File: src/rtl/cmd_pkg.sv
// Shared types for the drive-command framer: parser states, command record, default sync byte.
package cmd_pkg;

  typedef enum logic [2:0] {HUNT, LMOT, RMOT, DUR, CSUM, HOLD} parse_state_t;

  typedef struct packed {
    logic [7:0] lmotor;
    logic [7:0] rmotor;
    logic [7:0] dur;
  } drive_cmd_t;

  localparam logic [7:0] SYNC_DEFAULT = 8'hA5;

  function automatic logic [7:0] cmd_csum(input drive_cmd_t c);
    return c.lmotor ^ c.rmotor ^ c.dur;
  endfunction

endpackage

File: src/rtl/cmd_frame_parser_byte_timeout.sv
// Inter-byte watchdog: counts idle cycles while enabled and flags the cycle the limit is hit.
module byte_timeout #(
  parameter int TIMEOUT_CYC = 50000
) (
  input  logic clk,
  input  logic reset_n,
  input  logic clear,
  input  logic enable,
  output logic expired
);

  localparam int CW = $clog2(TIMEOUT_CYC);
  localparam logic [CW-1:0] LAST = CW'(TIMEOUT_CYC - 1);

  logic [CW-1:0] count;

  // A byte arriving in the limit cycle suppresses expiry.
  assign expired = enable && !clear && (count == LAST);

  always_ff @(posedge clk or negedge reset_n) begin
    if (!reset_n) begin
      count <= '0;
    end else if (clear || !enable || expired) begin
      count <= '0;
    end else begin
      count <= count + CW'(1);
    end
  end

endmodule

File: src/rtl/cmd_frame_parser.sv
// Frames the UART RX byte stream into validated {lmotor,rmotor,dur} drive commands.
// Define CMD_CHECKSUM_EN for the 5-byte frame with a trailing XOR checksum byte.
module cmd_frame_parser
  import cmd_pkg::*;
#(
  parameter logic [7:0] SYNC_BYTE   = SYNC_DEFAULT,
  parameter int         TIMEOUT_CYC = 50000
) (
  input  logic       clk,
  input  logic       reset_n,
  input  logic       rx_valid,
  input  logic [7:0] rx_byte,
  input  logic       cmd_ready,
  output logic       cmd_valid,
  output logic [7:0] lmotor,
  output logic [7:0] rmotor,
  output logic [7:0] dur,
  output logic       frame_err,
  output logic [7:0] err_count
);

  parse_state_t state;
  drive_cmd_t   shadow, shadow_next, cmd_q;
  logic         in_frame, expired, err_now, is_sync;

  assign in_frame = (state == LMOT) || (state == RMOT) || (state == DUR) || (state == CSUM);
  assign is_sync  = rx_valid && (rx_byte == SYNC_BYTE);

  byte_timeout #(.TIMEOUT_CYC(TIMEOUT_CYC)) u_timeout (
    .clk     (clk),
    .reset_n (reset_n),
    .clear   (rx_valid),
    .enable  (in_frame),
    .expired (expired)
  );

  // NOTE: every variable gets a default before the case so no path infers a latch.
  always_comb begin
    shadow_next = shadow;
    if (rx_valid) begin
      case (state)
        LMOT:    shadow_next.lmotor = rx_byte;
        RMOT:    shadow_next.rmotor = rx_byte;
        DUR:     shadow_next.dur    = rx_byte;
        default: ;
      endcase
    end
  end

  always_comb begin
    err_now = expired;
    if (state == HOLD && rx_valid && !cmd_ready) err_now = 1'b1;
`ifdef CMD_CHECKSUM_EN
    if (state == CSUM && rx_valid && rx_byte != cmd_csum(shadow)) err_now = 1'b1;
`endif
  end

  // NOTE: sequential state uses <= so every register samples pre-edge values.
  always_ff @(posedge clk or negedge reset_n) begin
    if (!reset_n) begin
      state     <= HUNT;
      shadow    <= '0;
      cmd_q     <= '0;
      cmd_valid <= 1'b0;
      frame_err <= 1'b0;
      err_count <= 8'h00;
    end else begin
      frame_err <= err_now;
      if (err_now && err_count != 8'hFF) err_count <= err_count + 8'd1;
      shadow <= shadow_next;

      case (state)
        HUNT: if (is_sync) state <= LMOT;
        LMOT: begin
          if (rx_valid)     state <= RMOT;
          else if (expired) state <= HUNT;
        end
        RMOT: begin
          if (rx_valid)     state <= DUR;
          else if (expired) state <= HUNT;
        end
        DUR: begin
          if (rx_valid) begin
`ifdef CMD_CHECKSUM_EN
            state <= CSUM;
`else
            state     <= HOLD;
            cmd_valid <= 1'b1;
            cmd_q     <= shadow_next;
`endif
          end else if (expired) begin
            state <= HUNT;
          end
        end
`ifdef CMD_CHECKSUM_EN
        CSUM: begin
          if (rx_valid) begin
            if (rx_byte == cmd_csum(shadow)) begin
              state     <= HOLD;
              cmd_valid <= 1'b1;
              cmd_q     <= shadow;
            end else begin
              state <= HUNT;
            end
          end else if (expired) begin
            state <= HUNT;
          end
        end
`endif
        HOLD: begin
          // A sync byte landing on the handshake cycle starts the next frame directly.
          if (cmd_ready) begin
            cmd_valid <= 1'b0;
            state     <= is_sync ? LMOT : HUNT;
          end
        end
        default: state <= HUNT;
      endcase
    end
  end

  assign lmotor = cmd_q.lmotor;
  assign rmotor = cmd_q.rmotor;
  assign dur    = cmd_q.dur;

endmodule
File: config.mk
export PLATFORM = sky130hd
export DESIGN_NAME = cmd_frame_parser
export DESIGN_NICKNAME = d
export VERILOG_FILES = /design/src/rtl/cmd_pkg.sv /design/src/rtl/cmd_frame_parser_byte_timeout.sv /design/src/rtl/cmd_frame_parser.sv
export SDC_FILE = /design/constraint.sdc
export NUM_CORES = 1
export LEC_CHECK = 0
export ABC_CLOCK_PERIOD_IN_PS = 2300
export CORE_ASPECT_RATIO = 0.5
export CORE_MARGIN = 5
export CORE_UTILIZATION = 53
export CTS_CLUSTER_SIZE = 12
export DETAILED_ROUTE_END_ITERATION = 8
export HOLD_SLACK_MARGIN = 0.08
export PLACE_DENSITY_LB_ADDON = 0.12
export SKIP_LAST_GASP = 1
export SYNTH_ARGS = -nofsm -noshare
export SYNTH_HDL_FRONTEND = slang
export SYNTH_SLANG_ARGS = --single-unit
File: constraint.sdc
create_clock -name clk -period 2.3 [get_ports clk]
set_input_delay 0.23 -clock clk [delete_from_list [all_inputs] [get_ports clk]]
set_output_delay 0.23 -clock clk [all_outputs]
set_load 0.01 [all_outputs]
==> qor.txt, run 1 <==
Type of the worst setup path: reg -> reg
Least-Margin Pin Slew: 495 ps
Final #Nets: 320
Number of global-route vias before repair: 2170
Total gr overflow: 0
Area Overhead vs Synth: 27.4%
Die Span Y: 64.1 um
Synthesis-stage register bit count: 69
Max IR drop VDD: 0.831 mV
Maximum fanout along the worst path: 10
Yosys top cell area share: 0.556
Synth Flop Type: dfrtp_1
Sequential area share after synthesis: 0.556
Buffers inserted by post-CTS timing repair: 0
Starting Density: 0.555
Slew HR: 0.669
Final setup vio count: 0
Drt pass-1 iters: 6
Post-synth EDFFs: 0
Yosys cell types: 45
Proportion of layout cells with a drive suffix above 1: 0.196
Pwr dens: 1230 nW/um^2
Cell breakdown of the critical path: nand2_1 -> nor3_4 -> mux2_2 -> mux2_1
Max Buffers Root-to-Sink: 2
Ant. Diodes: 0
Synthesized instance count: 255
Clk_lat worst skew: 320 ps
Placed instance count: 367
Synthesized Nets: 269
Clock skew: 7.17 ps
Status: finished clean
Warnings from Yosys: 0
Initial antenna violation count: 0
Syn_area_per_cell: 12.2 um^2
CTS tree: built
Final core occ: 0.708
Pleak: 1.75 nW
Crit path DAT: 2210 ps
Setup TNS: 0 ps
Post_cts resized: 0
Core area: 5590 um^2
Max-Cap Viols: 0
Fmax: 499 MHz
CP endpoint kind: flip-flop
Synthesized cell area: 3100 um^2
Gr usage total: 0.179
Antenna Nets Post-Route: 0
CP max stage cell: dfrtp_1
Pin count of the biggest net entering global routing: 56
Clock transition at path regs: 50 ps
GPL Wtd Cong: 0.839
Final hold violation count: 0
# H-tree levels: 3
Reg2reg setup slack: 290 ps
Top-count cell post-synth: dfrtp_1
Post-synth ARST share: 1.00
Sink Count: 69
Cell count along the critical path: 4
Routed WL: 6260 um
DR DRC count: 0
Crit path max-delay family: multiplexers
CTS Buf Count: 9
Register area: 1730 um^2
Min Tclk post-route: 2010 ps
Fin cells: 384
Setup crit start kind: flip-flop
Routed len/inst: 16.3 um
Fillers: 392
Die width: 118 um
Final HPWL DP: 4350 um
Top post-synthesis cells by area: dfrtp_1 (56%), mux2_2 (7.6%), mux2_4 (4.4%)
Multi-input gate area: 1290 um^2
Total number of vias: 2041
Die area: 7580 um^2
RSZ-0062 raised after global routing: no
Num rows: 19
CP max stage delay: 600 ps
Crit share post-route: 0.872
Top cell type by total area after synthesis: dfrtp_1
R2R cell count: 4
Final Max Tran Viols: 0
Most frequent cells after synthesis: dfrtp_1 (69), nand2_1 (35), mux2_2 (21), nor2_1 (21), xor2_1 (15)
Detailed-route vias per instance: 5.32
Hold crit path type: in -> async
Root buffer cell: clkbuf_16
Req. time, crit path: 2500 ps
WP buf/inv: 0
Global-route wire length before repair: 10900 um
IO Port Bufs: 45
Initial DRC count: 58
I/O pin count: 46
[routing by layer]
layer	track usage	up-vias	wire length, um
met1	0.231	1024	2880
met4	0.0587	0	57
met2	0.289	32	3040
li1	-	978	-
met5	0	-	0
met3	0.0608	7	273
[area by class of cell]
class | count | share of cell area
Clock buffer | 13 | 0.0658
Clock inverter | 3 | 0.0171
Sequential cell | 69 | 0.437
Inverter | 3 | 0.00348
Multi-Input combinational cell | 172 | 0.326
Timing Repair Buffer | 51 | 0.128
Tap cell | 73 | 0.0231
[registers in the layout, indices dropped and copies added (netlist names)]
signal           flops
frame_err            1
state                3
rmotor               8
cmd_valid            1
dur                  8
err_count            8
shadow              16
lmotor               8
u_timeout.count     16
[cells in the final DEF, fill, tap and decap left out, types with 2 or more instances in the layout]
| cell type | instances |
|---|---|
| a21oi_1 | 6 |
| a31oi_1 | 2 |
| and2_1 | 2 |
| and3_1 | 6 |
| and4_1 | 3 |
| and4bb_1 | 2 |
| buf_4 | 4 |
| bufinv_16 | 2 |
| clkbuf_1 | 2 |
| clkbuf_16 | 9 |
| clkbuf_8 | 2 |
| clkdlybuf4s50_1 | 44 |
| dfrtp_1 | 69 |
| ha_1 | 2 |
| inv_1 | 2 |
| mux2_1 | 5 |
| mux2_2 | 21 |
| mux2_4 | 9 |
| nand2_1 | 35 |
| nand2b_1 | 2 |
| nand3_1 | 8 |
| nand4_1 | 5 |
| nor2_1 | 21 |
| nor2_2 | 2 |
| nor2b_1 | 2 |
| nor3_2 | 2 |
| xnor2_1 | 4 |
| xor2_1 | 15 |
[kinds of logic (layout without fill, tap and decap cells)]
logic type | count (synthesis) | count (layout) | share of synthesized area
AO/OA/AOI/OAI | 15 | 15 | 0.0343
flip-flops | 69 | 69 | 0.556
AND/OR/NAND/NOR | 100 | 100 | 0.178
buffers and inverters | 14 | 70 | 0.0282
multiplexers | 36 | 36 | 0.141
XOR/XNOR | 19 | 19 | 0.0536
adder cells (fa/ha/maj) | 2 | 2 | 0.00806
[worst paths after layout]
| check | start | to |
|---|---|---|
| min | reset_n | u_timeout.count[8] |
| min in group clk | dur[3] | dur[3] |
| max in group asynchronous | reset_n | lmotor[4] |
| max reg2reg | state[1] | rmotor[0] |
| min reg2reg | dur[3] | dur[3] |
| max | state[1] | rmotor[0] |
[through the flow]
stage	worst slack [ps]	hold slack [ps]	power, mW	cell area (um^2)
global route	215	400	5.17	3950
detailed placement	253	163	3.40	3620
finish	294	355	4.88	3950
CTS	316	355	4.93	3950
floorplan	512	-65.6	2.74	3100
global placement	268	160	3.34	3620
[worst reg2reg max path: cells and delay by family, from the launching register on]
| kind | cells | cell delay (ps) |
|---|---|---|
| flip-flops | 1 | 600 |
| multiplexers | 2 | 700 |
| AND/OR/NAND/NOR | 2 | 590 |
[power by group]
| group | internal [mW] | total, mW | leakage (nW) | switching [mW] |
|---|---|---|---|---|
| Sequential | 1.62 | 1.89 | 0.874 | 0.269 |
| Combinational | 0.876 | 1.49 | 0.716 | 0.618 |
| Clock | 1.01 | 1.49 | 0.156 | 0.481 |
| Total | 3.51 | 4.88 | 1.75 | 1.37 |
[timing repair]
action                     in CTS  in global routing
hold endpoints to repair       14                  0
hold buffers                    1                  0
setup endpoints to repair       0                  0
Power figures use the tool's default switching activity.
==> run 2, diff against run 1 <==
- ABC_CLOCK_PERIOD_IN_PS: 2300 -> 1800
- CORE_UTILIZATION: 53 -> 50
- CTS_BUF_LIST: unset -> sky130_fd_sc_hd__clkbuf_2
- CTS_CLUSTER_DIAMETER: unset -> 200
- clock period: 2.3 -> 1.8 ns (I/O delays scaled with it)
==> qor.txt, run 2 (synthesis results as in run 1) <==
Die Span Y: 65.7 um
Flop pwr share: 0.425
Switching Share: 0.311
Core area: 6060 um^2
Area Overhead vs Synth: 33.2%
CP endpoint kind: flip-flop
Place WS: -143 ps
Final core occ: 0.683
Final setup vio count: 1
Internal power: 3.82 mW
DR DRC count: 0
Initial antenna violation count: 0
Pleak: 1.92 nW
Crit path DAT: 2200 ps
Number of global-route vias before repair: 2304
Routed len/inst: 15.4 um
Antenna Nets Post-Route: 0
Type of the worst setup path: reg -> reg
Final hold violation count: 0
IO Port Bufs: 45
Die width: 121 um
Reg2reg setup slack: -9 ps
CTS tree: built
Final worst slack: -8.96 ps
Max Buffers Root-to-Sink: 2
Status: complete, but fails checks
Clk_lat worst skew: 510 ps
Starting Density: 0.512
Die area: 7980 um^2
Total number of vias: 2190
Least-Margin Pin Slew: 465 ps
Maximum fanout along the worst path: 3
P_sw: 1.73 mW
Global-route wire length before repair: 11200 um
Clock skew: 28.9 ps
Proportion of layout cells with a drive suffix above 1: 0.303
Drt pass-1 iters: 4
Initial DRC count: 118
Final instance area: 4130 um^2
Detailed-route vias per instance: 5.05
Setup crit start kind: flip-flop
Root buffer cell: clkbuf_2
Hold crit path type: in -> async
Slew HR: 0.686
R2r startpoint: u_timeout.count[5]
Clock transition at path regs: 200 ps
Critical R2R Capture: err_count[1]
I/O pin count: 46
Most frequent cells in the layout: dfrtp_1 (67), clkdlybuf4s50_1 (41), buf_4 (37)
Final HPWL DP: 4590 um
Num rows: 20
Failing checks: setup timing
Final #Nets: 356
Regs by FF count: shadow: 16 flops, u_timeout.count: 16 flops
Max IR drop VDD: 0.942 mV
RSZ-0062 raised after global routing: yes
Pin count of the biggest net entering global routing: 70
Final Max Tran Viols: 0
Part of the power in combinational logic: 0.393
Total gr overflow: 0
Gr usage total: 0.184
Placed Instance Area: 3890 um^2
GPL Wtd Cong: 0.856
Sink Count: 69
# H-tree levels: 3
Max-Cap Viols: 0
Total power: 5.55 mW
R2R cell count: 6
Min Tclk post-route: 1810 ps
Crit share post-route: 1.00
Commonest non-fill, non-tap cell in the layout: dfrtp_1
Fmax: 553 MHz
Routed WL: 6700 um
CTS Buf Count: 9
Req. time, crit path: 2190 ps
Pwr dens: 1340 nW/um^2
Ant. Diodes: 0
Clock share of power: 0.182
[run 2: changes by cell type in the layout (fill, tap and decap cells not counted), moves of 3 or more]
cell	delta
clkdlybuf4s50_1	-3
buf_12	+3
clkbuf_2	+9
clkbuf_16	-9
buf_4	+33
[run 2: final cells by class]
cell class / count / area (um^2)
fill: 466 / 1920
sequential: 69 / 1730
multi-input combinational: 172 / 1330
timing repair buffer: 87 / 817
tap: 88 / 110
clock inverter: 6 / 87.6
clock buffer: 9 / 45.0
inverter: 3 / 13.8
[run 2: power by group through the flow]
stage	Clock, mW	Sequential [mW]	Combinational [mW]
2_1_floorplan	0	2.44	1.06
3_3_place_gp	0	2.37	2.10
3_5_place_dp	0	2.40	2.17
4_1_cts	1.04	2.37	2.18
5_1_grt	1.13	2.44	2.37
6_report	1.01	2.36	2.18
[run 2: timing repair]
item	CTS	global route
pin swaps	0	3
setup buffers	1	6
gates resized for setup	2	12
endpoints found under the hold margin	69	0
hold buffers	1	0
setup endpoints to repair	4	27
[run 2: through the flow]
step / setup TNS, ps / instances / hold slack (ps)
2_1_floorplan: 0 / 255 / -116
3_3_place_gp: -964 / 411 / 224
3_5_place_dp: -1740 / 411 / 230
4_1_cts: -28.2 / 428 / 166
5_1_grt: -146 / 434 / 138
6_report: -8.96 / 434 / 190
[run 2: how the worst max path moves through the flow]
stage / from / cells after the start / endpoint / slack, ps
3_5_place_dp: rx_valid / 7 / err_count[7] / -140
4_1_cts: u_timeout.count[0] / 6 / err_count[7] / -20
2_1_floorplan: u_timeout.count[0] / 6 / err_count[7] / 10
6_report: u_timeout.count[5] / 6 / err_count[1] / -9
5_1_grt: u_timeout.count[5] / 6 / err_count[1] / -40
3_3_place_gp: rx_valid / 7 / err_count[7] / -80
[run 2: metal layers]
| metal | up-vias | track usage | wire length [um] | share of wire |
|---|---|---|---|---|
| met5 | - | 0 | 0 | 0 |
| met4 | 0 | 0.0545 | 133 | 0.020 |
| met3 | 15 | 0.0731 | 278 | 0.041 |
| met2 | 43 | 0.297 | 3300 | 0.49 |
| met1 | 1078 | 0.232 | 2990 | 0.45 |
| li1 | 1054 | - | - | - |
[run 2: worst max-delay path: stages, from the launching register on]
cell     delay, ps
dfrtp_1        460
nor4b_4        330
nand4_4        160
o21a_4         270
inv_4           50
and2_4         140
mux2_4         300
